`src/rtl/router_arb_pkg.sv`:
```
// Shared types and flit-format constants for the router output arbiter.
package router_arb_pkg;

    typedef enum logic {
        IDLE   = 1'b0,
        LOCKED = 1'b1
    } t_arb_state;

    // Offsets from the flit width: TAIL is bit DATA_WIDTH-1, HEAD is bit DATA_WIDTH-2.
    localparam int TAIL_BIT = 1;
    localparam int HEAD_BIT = 2;

endpackage

```
`src/rtl/rr_pick.sv`:
```
// Rotate-priority picker: returns the first set request at or above ptr, wrapping.
module rr_pick #(
    parameter  int NUM_IN = 4,
    localparam int IDX_W  = $clog2(NUM_IN)
) (
    input  logic [NUM_IN-1:0] req,
    input  logic [IDX_W-1:0]  ptr,
    output logic              valid,
    output logic [IDX_W-1:0]  idx
);

    always_comb begin : pick
        int j;
        // NOTE: every signal written here gets a default first so no latch is inferred.
        j     = 0;
        valid = 1'b0;
        idx   = '0;
        // Scan from the farthest candidate down so the nearest one to ptr wins.
        for (int k = NUM_IN - 1; k >= 0; k--) begin
            j = int'(ptr) + k;
            if (j >= NUM_IN) begin
                j = j - NUM_IN;
            end
            if (req[j]) begin
                valid = 1'b1;
                idx   = IDX_W'(j);
            end
        end
    end

endmodule

```
`src/rtl/router_fifo_arb.sv`:
```
// Packet-aware round-robin arbiter moving at most one flit per cycle from NUM_IN
// input FIFOs into one output FIFO, holding the grant from head flit to tail flit.
module router_fifo_arb
    import router_arb_pkg::*;
#(
    parameter  int NUM_IN     = 4,
    parameter  int DATA_WIDTH = 8,
    localparam int IDX_W      = $clog2(NUM_IN)
) (
    input  logic                                 clk,
    input  logic                                 rst,
    input  logic [NUM_IN-1:0]                    in_empty,
    input  logic [NUM_IN-1:0][DATA_WIDTH-1:0]    in_pop_data,
    output logic [NUM_IN-1:0]                    in_pop,
    input  logic                                 out_full,
    output logic                                 out_push,
    output logic [DATA_WIDTH-1:0]                out_push_data,
    output logic [IDX_W-1:0]                     grant_id,
    output logic                                 busy,
    output logic [15:0]                          pkt_cnt,
    output logic                                 proto_err
);

    localparam logic [IDX_W-1:0] LAST_IDX = IDX_W'(NUM_IN - 1);

    t_arb_state       state_q,     state_d;
    logic [IDX_W-1:0] rr_ptr_q,    rr_ptr_d;
    logic [IDX_W-1:0] lock_id_q,   lock_id_d;
    logic [IDX_W-1:0] grant_id_q,  grant_id_d;
    logic [15:0]      pkt_cnt_q,   pkt_cnt_d;
    logic             proto_err_q, proto_err_d;

    logic             pick_valid;
    logic [IDX_W-1:0] pick_idx;
    logic [IDX_W-1:0] sel;
    logic             xfer;
    logic             is_head;
    logic             is_tail;

    function automatic logic [IDX_W-1:0] inc_wrap(input logic [IDX_W-1:0] v);
        return (v == LAST_IDX) ? '0 : v + IDX_W'(1);
    endfunction

    rr_pick #(
        .NUM_IN (NUM_IN)
    ) u_pick (
        .req   (~in_empty),
        .ptr   (rr_ptr_q),
        .valid (pick_valid),
        .idx   (pick_idx)
    );

    assign sel     = (state_q == LOCKED) ? lock_id_q : pick_idx;
    assign is_tail = out_push_data[DATA_WIDTH-TAIL_BIT];
    assign is_head = out_push_data[DATA_WIDTH-HEAD_BIT];

    // A locked packet waits on its own input even when other inputs have data.
    assign xfer = rst && !out_full &&
                  ((state_q == LOCKED) ? !in_empty[lock_id_q] : pick_valid);

    always_comb begin
        state_d       = state_q;
        rr_ptr_d      = rr_ptr_q;
        lock_id_d     = lock_id_q;
        grant_id_d    = grant_id_q;
        pkt_cnt_d     = pkt_cnt_q;
        proto_err_d   = proto_err_q;
        in_pop        = '0;
        out_push      = 1'b0;
        out_push_data = in_pop_data[sel];

        if (xfer) begin
            in_pop[sel] = 1'b1;
            out_push    = 1'b1;
            grant_id_d  = sel;

            // A packet must open with HEAD and carry no HEAD once locked.
            if ((state_q == IDLE && !is_head) || (state_q == LOCKED && is_head)) begin
                proto_err_d = 1'b1;
            end

            if (is_tail) begin
                pkt_cnt_d = pkt_cnt_q + 16'd1;
                state_d   = IDLE;
                rr_ptr_d  = inc_wrap(sel);
            end else if (state_q == IDLE) begin
                state_d   = LOCKED;
                lock_id_d = sel;
            end
        end
    end

    always_ff @(posedge clk or negedge rst) begin
        if (!rst) begin
            state_q     <= IDLE;
            rr_ptr_q    <= '0;
            lock_id_q   <= '0;
            grant_id_q  <= '0;
            pkt_cnt_q   <= '0;
            proto_err_q <= 1'b0;
        end else begin
            // NOTE: state uses non-blocking assignments so every register updates together at the edge.
            state_q     <= state_d;
            rr_ptr_q    <= rr_ptr_d;
            lock_id_q   <= lock_id_d;
            grant_id_q  <= grant_id_d;
            pkt_cnt_q   <= pkt_cnt_d;
            proto_err_q <= proto_err_d;
        end
    end

    assign grant_id  = grant_id_q;
    assign busy      = (state_q == LOCKED);
    assign pkt_cnt   = pkt_cnt_q;
    assign proto_err = proto_err_q;

`ifndef SYNTHESIS
    a_pop_nonempty : assert property (@(posedge clk) disable iff (!rst)
        (in_pop & in_empty) == '0);
    a_push_not_full : assert property (@(posedge clk) disable iff (!rst)
        !(out_push && out_full));
    a_pop_onehot0 : assert property (@(posedge clk) disable iff (!rst)
        $onehot0(in_pop));
`endif

endmodule
```
`config.mk`:
```
export PLATFORM = sky130hd
export DESIGN_NAME = router_fifo_arb
export DESIGN_NICKNAME = d
export VERILOG_FILES = /design/src/rtl/router_arb_pkg.sv /design/src/rtl/rr_pick.sv /design/src/rtl/router_fifo_arb.sv
export SDC_FILE = /design/constraint.sdc
export NUM_CORES = 1
export LEC_CHECK = 0
export CORE_MARGIN = 4
export CORE_UTILIZATION = 42
export DETAILED_ROUTE_END_ITERATION = 16
export PLACE_DENSITY = 0.8
export SLEW_MARGIN = 20
export SYNTH_ARGS = -nofsm -noshare
export SYNTH_HDL_FRONTEND = slang
export SYNTH_HIERARCHICAL = 1
export SYNTH_SLANG_ARGS = --single-unit
```
`constraint.sdc`:
```
create_clock -name clk -period 3.6 [get_ports clk]
set_input_delay 0.72 -clock clk [delete_from_list [all_inputs] [get_ports clk]]
set_output_delay 0.72 -clock clk [all_outputs]
set_load 0.1 [all_outputs]
```
After elaboration in Yosys (flattened, before gate mapping)
Index checks and enable logic that the tools add are counted.
Widths: inputs -> output; s select.

cells by class
  muxes and demuxes = 36
  add/subtract/negate cells = 9
  reduce and logical (&&, ||, !) cells = 12
  eq/ne operators = 1
  magnitude comparators = 11
  bitwise gates (word level) = 3

operators by type and width
  cell                   count
  $lt 32x4->1 const B    4
  $mux 32                4
  $ge 32x4->1 const B    3
  $sub 32x4->32 const B  3
  $mux 1                 17
  $add 16x1->16 const B  1
  $bmux 8 s2             1
  $mux 2                 6
  $bmux 1 s2             5
  $mux 8                 1
  $add 2x2->3 const B    2
  $lt 2x3->1 const B     2
  $logic_and 1x1->1      5
  $mux 4                 1
  $not 4->4              1
  $reduce_and 2->1       2
  $sub 2x3->4 const B    1
  $add 2x1->3 const B    1
  $ge 2x3->1 const B     1
  $logic_not 1->1        3
  $reduce_and 3->1       1
  $add 2x1->2 const B    1
  $demux 1 s2            1
  $eq 2x2->1 const B     1
  3 further kinds        4

word-level totals
  output and inout port bits = 33
  logic and storage cells = 78
  register bits = 24

Longest topological paths before layout
  depth in word-level cells = 17
  depth in mapped cells = 11
  gate-level depth less buffers = 9

By module
Netlist, hierarchy kept.

modules (own cells, without submodules)
  module           sequential area each (um^2)  cells each  instances  area an instance (um^2)
  router_fifo_arb  600.6                        153         1          1564.0
  rr_pick          0.0                          13          1          77.6

Worst setup path after synthesis
OpenSTA, ideal clock, no wires.

  path kind = reg-to-output
  start point = register state_q (netlist: busy)
  end point = output port out_push_data[5]
  data required time = 2880 ps
  path buffers = 3
  setup slack = -699 ps
  data arrival time = 3579 ps
  stages on the path, launching flop included = 7
  cell sequence = dfrtp_1 buf_6 mux2i_4 buf_2 buf_2 mux2i_1 a21oi_1

on the way
  word-level cells in the longest chain between the ends = 3

ends and longest elaborated chain
  element                       RTL line                RTL
  start: declaration            router_fifo_arb.sv:26   t_arb_state state_q, state_d;
  start signal: assignment      router_fifo_arb.sv:103  state_q <= state_d;
  $mux 2                        router_fifo_arb.sv:53   assign sel = (state_q == LOCKED) ? lock_id_q : pick_idx;
  $bmux 8 s2                    router_fifo_arb.sv:70   out_push_data = in_pop_data[sel];
  $mux 8 (implied by the code)  router_fifo_arb.sv:70
  end: declaration              router_fifo_arb.sv:17   output logic [DATA_WIDTH-1:0] out_push_data,

No other way between the ends. The select of a mux whose other input is x is not followed.

Worst setup path after layout
  start point = input port in_empty[3]
  end point = output port out_push_data[4]

on the way
  word-level cells in the longest chain between the ends = 11
  elaborated cells on any way between the ends = 20
  those cells by class = 19 x mux; 1 x bitwise

ends and longest elaborated chain
  element                                    RTL line               RTL
  start: declaration                         router_fifo_arb.sv:12  input logic [NUM_IN-1:0] in_empty,
  $not 4->4 (*)                              router_fifo_arb.sv:47  .req (~in_empty),
  $bmux 1 s2                                 rr_pick.sv:24          if (req[j]) begin
  $mux 1 (implied by the code) (2 in a row)  rr_pick.sv:24
  $mux 2 (3 in a row)                        rr_pick.sv:24
  $mux 2 (*)                                 rr_pick.sv:24
  via pick_idx[1]                            router_fifo_arb.sv:34  logic [IDX_W-1:0] pick_idx;
  $mux 2 (*)                                 router_fifo_arb.sv:53
  $bmux 8 s2 (*)                             router_fifo_arb.sv:70
  $mux 8 (implied by the code) (*)           router_fifo_arb.sv:70

Mark *: on every way through the listed nets, which the timed path passes. The rest lies on a longest branch. The select of a mux whose other input is x is not followed.

==> flow_summary_export.csv <==
group,metric,value,unit
routing,vias,1564,
synthesis,ys_warn_count,6,
sta,setup_viol,0,
clocking,clockRootBuffer,"clkbuf_8",
floorplanning,die_h,70.5,microns
grt,grt_util_met3,4.17,%
synthesis,synth_edf_count,0,
routing,vias_per_cell,5.36,
synthesis,syn_avg_cell_area,9.89,sq um
cells_and_area,drive_gt1_share,24.6,%
cells_and_area,syn_to_final_growth,70.7,%
synthesis,synthCells,166,
place,hpwlAfterDp,3420,microns
clocking,clkTransAtPathRegs,0.08,ns
routing,ant_nets,0,
clocking,clock_latency,0.27,ns
synthesis,synthesis.area,0.00164,sq mm
sta,slew_headroom,34.6,%
job,maxCapViolations,0,
routing,drtIter0Drc,52,
clocking,clock_sinks,24,
grt,met1_usage,24.7,%
synthesis,synth_top_cell_area_share,36.6,%
synthesis,synth_top_cell_by_area,"dfrtp_1",
clocking,cts_tree,"built",
clocking,cts-hold-fix-buffers,0,
synthesis,synth_mux_area_share,17.4,%
cells_and_area,finalNetCount,289,
floorplanning,initial_core_util,44.2,%
sta,hold_viol,0,
grt,grt_overflow_total,0,
critical_path,cp_max_fo,6,
clocking,cts.path.max_buffers,2,
grt,grt_first_pass_wirelength,7200,microns
synthesis,synth_area_leaders,"dfrtp_1 (37%), mux2i_1 (9.1%), xnor2_1 (8.0%), nand3_1 (4.3%), mux2i_4 (4.1%)",
floorplanning,die_area,0.00497,sq mm
cells_and_area,diodes,0,
synthesis,synth_ff_type,"dfrtp_1",
synthesis,synthArstFlopShare,100,%
critical_path,endpoint_kind,"output pin",
synthesis,synth_seq_cells,24,
grt,grt_pass1_vias,1492,
routing,wl_per_cell,16.3,microns
routing,drc,0,
floorplanning,num_io_pins,72,
sta,tightest_slew,0.979,ns
synthesis,synth-xor-area-share,8.00,%
routing,wl,4750,microns
floorplanning,core_area,0.00372,sq mm
critical_path,required,2.88,ns
grt,grt_use_total,17.7,%
floorplanning,num_rows,22,
critical_path,worstPathArrival,2.84,ns
place,place_inst,285,
grt,grt.busiest_layer,"met2",
synthesis,synth-adder-area-share,3.81,%
sta,slew_violations,0,
synthesis,synth_simple_gate_area_share,21.0,%
run_status,status,"completed",
floorplanning,dieWidth,70.5,microns
synthesis,synthTopCellsByCount,"dfrtp_1 (24), mux2i_1 (15), xnor2_1 (15)",
min_path,worstHoldPathType,"reg -> reg",
sta,rsz0062_at_grt,"true",
sta,fin_crit_sh,98.8,%
grt,gr-usage-met2,27.7,%
grt,antenna_found_initial,0,
clocking,cts_max_level,1,
cells_and_area,layout.cells.non_filler,292,
synthesis,synth_top_family_by_area,"simple AND/OR/NAND/NOR gates",
synthesis,synth_seq_area_share,36.6,%
synthesis,synth_nets,210,
sta,period_needed,3.56,ns
grt,grt_max_degree,27,
synthesis,synthDistinctLibCells,30,
sta,fmax,281,MHz
synthesis,synth-compound-area-share,8.38,%
place,gp_congestion,0.844,
critical_path,cp-start-kind,"primary input",
critical_path,worstSetupPathType,"in -> out",
clocking,cts_made_buffers,3,
synthesis,synth.most_common_cell,"dfrtp_1",
place,io_buffer_count,71,
sta,skew,0.00653,ns
routing,dr.pass1.iters,4,
## per-stage QoR
| stage | setup WS [ns] | area (sq um) | TNS, ns | util, % | hold WS, ns |
|---|---|---|---|---|---|
| global route | -0.0776 | 2800 | -0.426 | 75.4 | 0.497 |
| global placement | 0.128 | 2620 | 0 | 70.5 | 0.465 |
| CTS | 0.0389 | 2700 | 0 | 72.6 | 0.480 |
| detailed placement | 0.00907 | 2620 | 0 | 70.5 | 0.469 |
| floorplan | -0.199 | 1700 | -0.266 | - | 0.424 |
| finish | 0.0419 | 2800 | 0 | 75.4 | 0.476 |
## worst max-delay path, cell delays in order
cell and delay (ns):
clkdlybuf4s50_1 0.49, inv_2 0.06, nand2b_1 0.16, a211oi_2 0.24, nor2_2 0.08, mux2i_4 0.29
clkbuf_16 0.23, mux2i_1 0.30, a21oi_4 0.10, buf_12 0.17
## path summary, 6_finish.rpt
| check | start | to | slack [ns] | depth (start not counted) |
|---|---|---|---|---|
| setup / recovery | in_empty[3] | out_push_data[4] | 0.04 | 10 |
| hold / removal | pkt_cnt[15] | pkt_cnt[15] | 0.48 | 1 |
| setup reg to reg | rr_ptr_q[0] | lock_id_q[1] | 0.91 | 10 |
| hold reg to reg | pkt_cnt[15] | pkt_cnt[15] | 0.48 | 1 |
| max in group asynchronous | rst | pkt_cnt[14] | 2.49 | 2 |
| min in group asynchronous | rst | pkt_cnt[4] | 0.87 | 2 |
## kinds of logic after synthesis
group / after synthesis
flip-flops: 24
AO/OA/AOI/OAI: 21
AND/OR/NAND/NOR: 62
buffers and inverters: 16
XOR/XNOR: 15
multiplexers: 23
adder cells (fa/ha/maj): 5
## placed cells by master, fill, tap and decap left out, drive strengths merged
cell type      instances
clkdlybuf4s50         57
dfrtp                 24
buf                   22
mux2i                 18
xnor2                 15
nand3                 14
nor2                  10
inv                    9
a21oi                  9
a211oi                 8
nand2                  7
nor3                   7
nor2b                  6
ha                     5
mux2                   5
clkbuf                 5
and2                   4
and3                   4
nand4                  4
nor3b                  2
and4                   2
o21ai                  2
nand2b                 2
o211ai                 1
a311o                  1
bufinv                 1
## cell type report
| cell class | instances | area, sq um |
|---|---|---|
| inverters | 9 | 33.8 |
| clock inverters | 1 | 30.0 |
| clock buffers | 3 | 41.3 |
| well taps | 48 | 60.1 |
| flip-flops and latches | 24 | 601 |
| multi-input cells | 126 | 1070 |
| fillers | 268 | 915 |
| repair buffers | 81 | 961 |
## repair_timing
action,4_1_cts,5_1_grt
pin swaps,0,3
setup endpoints to repair,1,10
gates cloned,0,2
gates resized for setup,1,10
buffers inserted,0,1
## sequential cells by signal, summed over array words and instances, names as in the netlist
signal / count
grant_id: 2
pkt_cnt: 16
busy: 1
lock_id_q: 2
proto_err: 1
rr_ptr_q: 2
## routing by layer
metal  wire (microns)  part of all wire (%)
met5                0                     0
met4               40                  0.84
met3              370                   7.8
met2             2180                    46
met1             2160                    45
Power is left out: the tool's default activity adds up to more than one toggle a clock period on the data nets, which glitch-free logic cannot reach.
